==> src/rtl/uart_pkg.sv <==
// Shared constants for the UART transmit output stage: FSM state encodings and
// the default bit period.
package uart_pkg;

    localparam logic [2:0] ST_IDLE  = 3'd0;
    localparam logic [2:0] ST_START = 3'd1;
    localparam logic [2:0] ST_DATA  = 3'd2;
    localparam logic [2:0] ST_STOP  = 3'd3;
    localparam logic [2:0] ST_DONE  = 3'd4;

    // 50 MHz / 115200 baud
    localparam int unsigned CLKS_PER_BIT_DEFAULT = 434;

endpackage

==> src/rtl/uart_tx_out_if.sv <==
// Four-phase start/finish byte handshake between the FIFO-drain stage (master)
// and the UART transmitter (slave).
interface uart_tx_out_if;

    logic [7:0] in_data;
    logic       in_start;
    logic       in_finish;

    modport master (
        output in_data,
        output in_start,
        input  in_finish
    );

    modport slave (
        input  in_data,
        input  in_start,
        output in_finish
    );

endinterface

==> src/rtl/uart_baud_gen.sv <==
// Bit-period counter: counts 0..CLKS_PER_BIT-1 and flags the last cycle of each
// bit period; held at zero while cleared.
module uart_baud_gen #(
    parameter int unsigned CLKS_PER_BIT = 434
) (
    input  logic clk,
    input  logic rst,
    input  logic i_clear,
    output logic o_tick
);

    localparam int unsigned W = (CLKS_PER_BIT > 1) ? $clog2(CLKS_PER_BIT) : 1;
    localparam logic [W-1:0] LAST = W'(CLKS_PER_BIT - 1);

    logic [W-1:0] r_count;

    assign o_tick = (r_count == LAST);

    always_ff @(posedge clk) begin
        if (rst || i_clear || o_tick) begin
            r_count <= '0;
        end else begin
            r_count <= r_count + 1'b1;
        end
    end

endmodule

==> src/rtl/uart_tx_out.sv <==
// 8N1 UART transmitter fed by a four-phase start/finish handshake; in_finish is
// raised only after the stop bit has been fully driven.
module uart_tx_out
    import uart_pkg::*;
#(
    parameter int unsigned CLKS_PER_BIT = CLKS_PER_BIT_DEFAULT
) (
    input  logic                 clk,
    input  logic                 rst,
    uart_tx_out_if.slave         bus,
    output logic                 tx,
    output logic                 busy,
    output logic [2:0]           state
);

    logic [2:0] r_state;
    logic [7:0] r_shreg;
    logic [2:0] r_bit_idx;
    logic       r_tx;
    logic       r_busy;
    logic       r_finish;
    logic       w_tick;
    logic       w_clear;

    // Counter only runs while a bit is on the line, so every frame starts aligned.
    assign w_clear = !((r_state == ST_START) || (r_state == ST_DATA) || (r_state == ST_STOP));

    uart_baud_gen #(
        .CLKS_PER_BIT (CLKS_PER_BIT)
    ) u_baud_gen (
        .clk     (clk),
        .rst     (rst),
        .i_clear (w_clear),
        .o_tick  (w_tick)
    );

    always_ff @(posedge clk) begin
        if (rst) begin
            r_state   <= ST_IDLE;
            r_shreg   <= '0;
            r_bit_idx <= '0;
            r_tx      <= 1'b1;
            r_busy    <= 1'b0;
            r_finish  <= 1'b0;
        end else begin
            case (r_state)
                ST_IDLE: begin
                    r_tx <= 1'b1;
                    if (bus.in_start && !r_finish) begin
                        r_shreg   <= bus.in_data;
                        r_bit_idx <= '0;
                        r_busy    <= 1'b1;
                        r_tx      <= 1'b0;
                        r_state   <= ST_START;
                    end
                end
                ST_START: begin
                    if (w_tick) begin
                        r_tx    <= r_shreg[0];
                        r_shreg <= {1'b0, r_shreg[7:1]};
                        r_state <= ST_DATA;
                    end
                end
                ST_DATA: begin
                    if (w_tick) begin
                        if (r_bit_idx == 3'd7) begin
                            r_tx    <= 1'b1;
                            r_state <= ST_STOP;
                        end else begin
                            r_bit_idx <= r_bit_idx + 3'd1;
                            r_tx      <= r_shreg[0];
                            r_shreg   <= {1'b0, r_shreg[7:1]};
                        end
                    end
                end
                ST_STOP: begin
                    if (w_tick) begin
                        r_busy   <= 1'b0;
                        r_finish <= 1'b1;
                        r_state  <= ST_DONE;
                    end
                end
                ST_DONE: begin
                    r_tx <= 1'b1;
                    if (!bus.in_start) begin
                        r_finish <= 1'b0;
                        r_state  <= ST_IDLE;
                    end
                end
                default: begin
                    r_tx     <= 1'b1;
                    r_busy   <= 1'b0;
                    r_finish <= 1'b0;
                    r_state  <= ST_IDLE;
                end
            endcase
        end
    end

    assign bus.in_finish = r_finish;
    assign tx            = r_tx;
    assign busy          = r_busy;
    assign state         = r_state;

endmodule

==> src/flat_wrapper.sv <==
// flat-port wrapper written by rule: the top's interface ports become plain ports
module uart_tx_out_flat import uart_pkg::*;
#(
    parameter int unsigned CLKS_PER_BIT = CLKS_PER_BIT_DEFAULT
)
  (clk, rst, tx, busy, state, bus_in_data, bus_in_start, bus_in_finish);
  uart_tx_out_if bus_i ();
  input  logic clk;
  input  logic rst;
  output logic tx;
  output logic busy;
  output logic [2:0] state;
  input wire logic [$bits(bus_i.in_data)-1:0] bus_in_data;
  input wire logic [$bits(bus_i.in_start)-1:0] bus_in_start;
  output wire logic [$bits(bus_i.in_finish)-1:0] bus_in_finish;
  assign bus_i.in_data = bus_in_data;
  assign bus_i.in_start = bus_in_start;
  assign bus_in_finish = bus_i.in_finish;
  uart_tx_out #(.CLKS_PER_BIT(CLKS_PER_BIT)) u_core (.clk(clk), .rst(rst), .bus(bus_i), .tx(tx), .busy(busy), .state(state));
endmodule
==> config.mk <==
export PLATFORM = sky130hd
export DESIGN_NAME = uart_tx_out_flat
export DESIGN_NICKNAME = d
export VERILOG_FILES = /design/src/rtl/uart_pkg.sv /design/src/rtl/uart_tx_out_if.sv /design/src/rtl/uart_baud_gen.sv /design/src/rtl/uart_tx_out.sv /design/src/flat_wrapper.sv
export SDC_FILE = /design/constraint.sdc
export NUM_CORES = 1
export LEC_CHECK = 0
export ABC_AREA = 1
export BUFFER_PORTS_ARGS = -buffer_cell sky130_fd_sc_hd__buf_2
export CAP_MARGIN = 30
export CORE_UTILIZATION = 55
export DETAILED_ROUTE_END_ITERATION = 12
export PLACE_DENSITY = 0.81
export SLEW_MARGIN = 15
export SYNTH_ARGS = -nofsm -noshare
export SYNTH_HDL_FRONTEND = slang
export SYNTH_HIERARCHICAL = 1
export SYNTH_SLANG_ARGS = --single-unit
==> constraint.sdc <==
create_clock -name clk -period 3.5 [get_ports clk]
set_input_delay 0.7 -clock clk [delete_from_list [all_inputs] [get_ports clk]]
set_output_delay 0.7 -clock clk [all_outputs]
set_load 0.005 [all_outputs]
==> impl_results.md <==
* Synthesized-area fraction occupied by ao, oa, aoi and oai cells at 12.02%
* Share of final-layout standard cells stronger than drive strength 1 at 16.38%
* Setup slack of the worst register-to-register path at 1.71 ns
* Maximum vdd ir drop at 522.3 uV
* Multiplexer share of the synthesized area at 0%
* CP bufs+invs at 2
* Die X at 53.28 um
* Clock tree buffer depth at 2
* Combinational family with the most area after synthesis: simple AND/OR/NAND/NOR gates
* Routability congestion estimate from global placement at 0.9452
* Port Buffers at 16
* Fin util at 62.27%
* Power per Cell Area at 631.7 mW/mm^2
* Final net count at 249
* Synthesized cell area at 0.001446 sq mm
* Placed insts at 259
* Area of the core at 0.002477 sq mm
* Depth of the worst register-to-register path at 13
* Cell taking the most area after synthesis: dfxtp_1
* Setup Total Neg Slack at 0 ns
* Net Count, Synth at 232
* CTS Buf Count at 3
* Remaining max-slew budget at the tightest pin at 73.20%
* Most common cell after layout, fill and taps aside: nand2_1
* Via count of the first global-routing pass at 1091
* First-pass GRT wire length at 4.312 mm
* CTS tree: yes
* Delay-heaviest family, CP: simple AND/OR/NAND/NOR gates
* Resized Gates After CTS at 0
* Worst stage delay on the critical path at 0.42 ns
* Clock latency at the later pin of the worst-skew pair at 0.31 ns
* Global-route congestion overflow total at 0
* Synth Area in XOR/XNOR at 1.211%
* Simple-gate share of the synthesized area at 36.76%
* Gate count of the mapped netlist at 217
* Starting Density at 58.38%
* Most area-consuming cells after synthesis: dfxtp_1, nand2_1, nor2_1, inv_1, nand3_1
* Placement Rows at 18
* Endpoint required time on the critical path at 3.76 ns
* Crit path DAT at 2.05 ns
* Worst Hold Path Cells at 2
* Post-layout min period at 1.790 ns
* Count of unresolved DRC violations after routing at 0
* Total Die Area at 0.002839 sq mm
* Crit path kind: reg2reg
* Launch point of the critical path: u_core/u_baud_gen/r_count[0]
* Worst reg2reg startpoint: u_core/u_baud_gen/r_count[0]
* Clock sink total at 26
* Count of unique library cells instantiated by Yosys at 22
* Clock slew seen by the registers of the worst setup and hold paths at 0.13 ns
* Slowest cell on the critical path: dfxtp_1
* Global-route usage over all layers at 20.41%
* Final setup viols at 0
* Cts-stage hold buffer count at 0
* Post-detailed-route via-to-cell ratio at 4.908
* Via total after detailed routing at 1286
* Largest fanout of any net on the critical path at 14
* Total wire length at 2.576 mm
* Fraction of the mapped netlist area in adder cells at 3.460%
* Routed Antenna Nets at 0
* Die Y-Extent at 53.28 um
* Most used cells in the layout excluding fill and tap cells: nand2_1, nor2_1, inv_1, dfxtp_1, buf_2
* Portion of synthesized cell area occupied by the leading cell type at 35.99%
* Antenna diode instance count at 0
* Routed wire length per instance at 9.832 um
* Synthesis-stage register bit count at 26
* Largest net degree at the start of global routing at 16
* Crit path cell chain: ha_1, nand2_1, nor2_1, nand2_2, inv_1, inv_1, nand3_1, nand2_2, nor2_4, nand2_4, nand2_1, nand2_1, nor2_1
* Sequential cell area fraction in the yosys report at 35.99%
* Stages on worst setup path at 13
* Final count of hold timing violations at 0
* Kind of end point of the critical path: flip-flop
* Final Instance Count excl. Fillers at 262
* Max-cap viol count at 0
* CTS root buffer: clkbuf_4
* Pre-antenna DRT Iters at 4
* Post-CTS Setup Repair Bufs at 0
* Result of the run: finished clean
* Number of top-level pins at 17
* Type of element launching the critical path: flip-flop
* Initial antenna violation count at 0
* Max Clk Rate at 0.5587 GHz
* Destination of the critical timing path: u_core/r_shreg[1]
* Mean Syn Cell Area at 6.665 sq um
* Total power consumption of the routed design at 0.9746 mW
* Cell with the most instances on the worst path: nand2_1
* Share of the cycle needed by the critical path after routing at 51.14%
* Signed area change from the synthesized netlist to the final layout at 6.661%
* Slew Viols, Final at 0
* CTS H-Tree Depth at 1
* Max Clock Skew at 0.006994 ns
* FF-to-FF End: u_core/r_shreg[1]
* HPWL after detailed placement at 1.902 mm
* Static leakage at 0.7096 nW
* Number of warnings printed during yosys synthesis at 6
* Drt initial violations at 27
* Measured slew at the worst slew-check pin at 0.4015 ns
* Unrepaired setup endpoints after global routing: false
* Hold Crit Class: reg2reg
-- final cells by class --
type	instances	area, sq um
Multi-Input combinational cell	158	773.2
Timing Repair Buffer	16	80.08
Clock buffer	3	22.52
Fill cell	244	934.6
Inverter	29	108.9
Tap cell	30	37.54
Sequential cell	26	520.5
-- where the power goes --
group | switching (mW) | internal, mW | total [mW]
clock network | 0.0797 | 0.0402 | 0.120
registers | 0.0478 | 0.362 | 0.410
logic | 0.293 | 0.152 | 0.445
total | 0.420 | 0.554 | 0.975
-- cells in the mapped netlist --
master,instances
nand2_1,59
nor2_1,38
inv_1,27
dfxtp_1,26
nand3_1,13
o21ai_0,13
a21oi_1,9
a21oi_2,5
ha_1,4
nand2_2,4
buf_6,2
inv_2,2
nand2_4,2
nand3_2,2
nor2_2,2
nor2_4,2
o21bai_1,2
buf_4,1
clkbuf_8,1
o21ai_1,1
xnor2_1,1
xor2_1,1
-- flip-flops by register name, indices dropped and copies added (netlist names) --
name / cells
u_core/r_shreg: 8
u_core/bus.in_finish: 1
u_core/r_bit_idx: 3
u_core/state: 3
u_core/tx: 1
u_core/busy: 1
u_core/u_baud_gen/r_count: 9
-- stage by stage --
step	hold slack (ns)	instance area (sq um)	worst slack (ns)
finish	0.4662	1543	1.710
global route	0.4797	1543	1.435
CTS	0.4663	1543	1.694
detailed placement	0.4470	1520	1.724
global placement	0.4428	1520	1.790
floorplan	0.4441	1446	1.814
-- layer usage --
metal / GRT usage [%] / wire length (um) / up-vias
met5: 0 / 0 / -
met4: 7.895 / 14 / 0
met3: 2.586 / 88 / 2
met2: 33.96 / 1174 / 27
met1: 26.30 / 1299 / 552
li1: - / - / 705
-- worst register-to-register path, stage by stage (launching register included) --
cell and delay [ns]:
dfxtp_1 0.42, ha_1 0.17, nand2_1 0.05, nor2_1 0.13, nand2_2 0.09, inv_1 0.11
inv_1 0.07, nand3_1 0.09, nand2_2 0.09, nor2_4 0.16, nand2_4 0.13, nand2_1 0.08
nand2_1 0.05, nor2_1 0.10
-- how the worst min path moves through the flow --
stage	from	to	slack [ns]
finish	u_core/busy	u_core/busy	0.47
global route	u_core/busy	u_core/busy	0.48
CTS	u_core/busy	u_core/busy	0.47
detailed placement	u_core/busy	u_core/busy	0.45
global placement	u_core/busy	u_core/busy	0.44
floorplan	u_core/busy	u_core/busy	0.44
-- logic make-up (layout without fill, tap and decap cells) --
| family | count (synthesis) | count (layout) |
|---|---|---|
| compound gates | 30 | 30 |
| buf+inv | 33 | 48 |
| simple gates | 122 | 122 |
| fa+ha+maj | 4 | 4 |
| xor+xnor | 2 | 2 |
| flops | 26 | 26 |
Power figures use the tool's default switching activity.
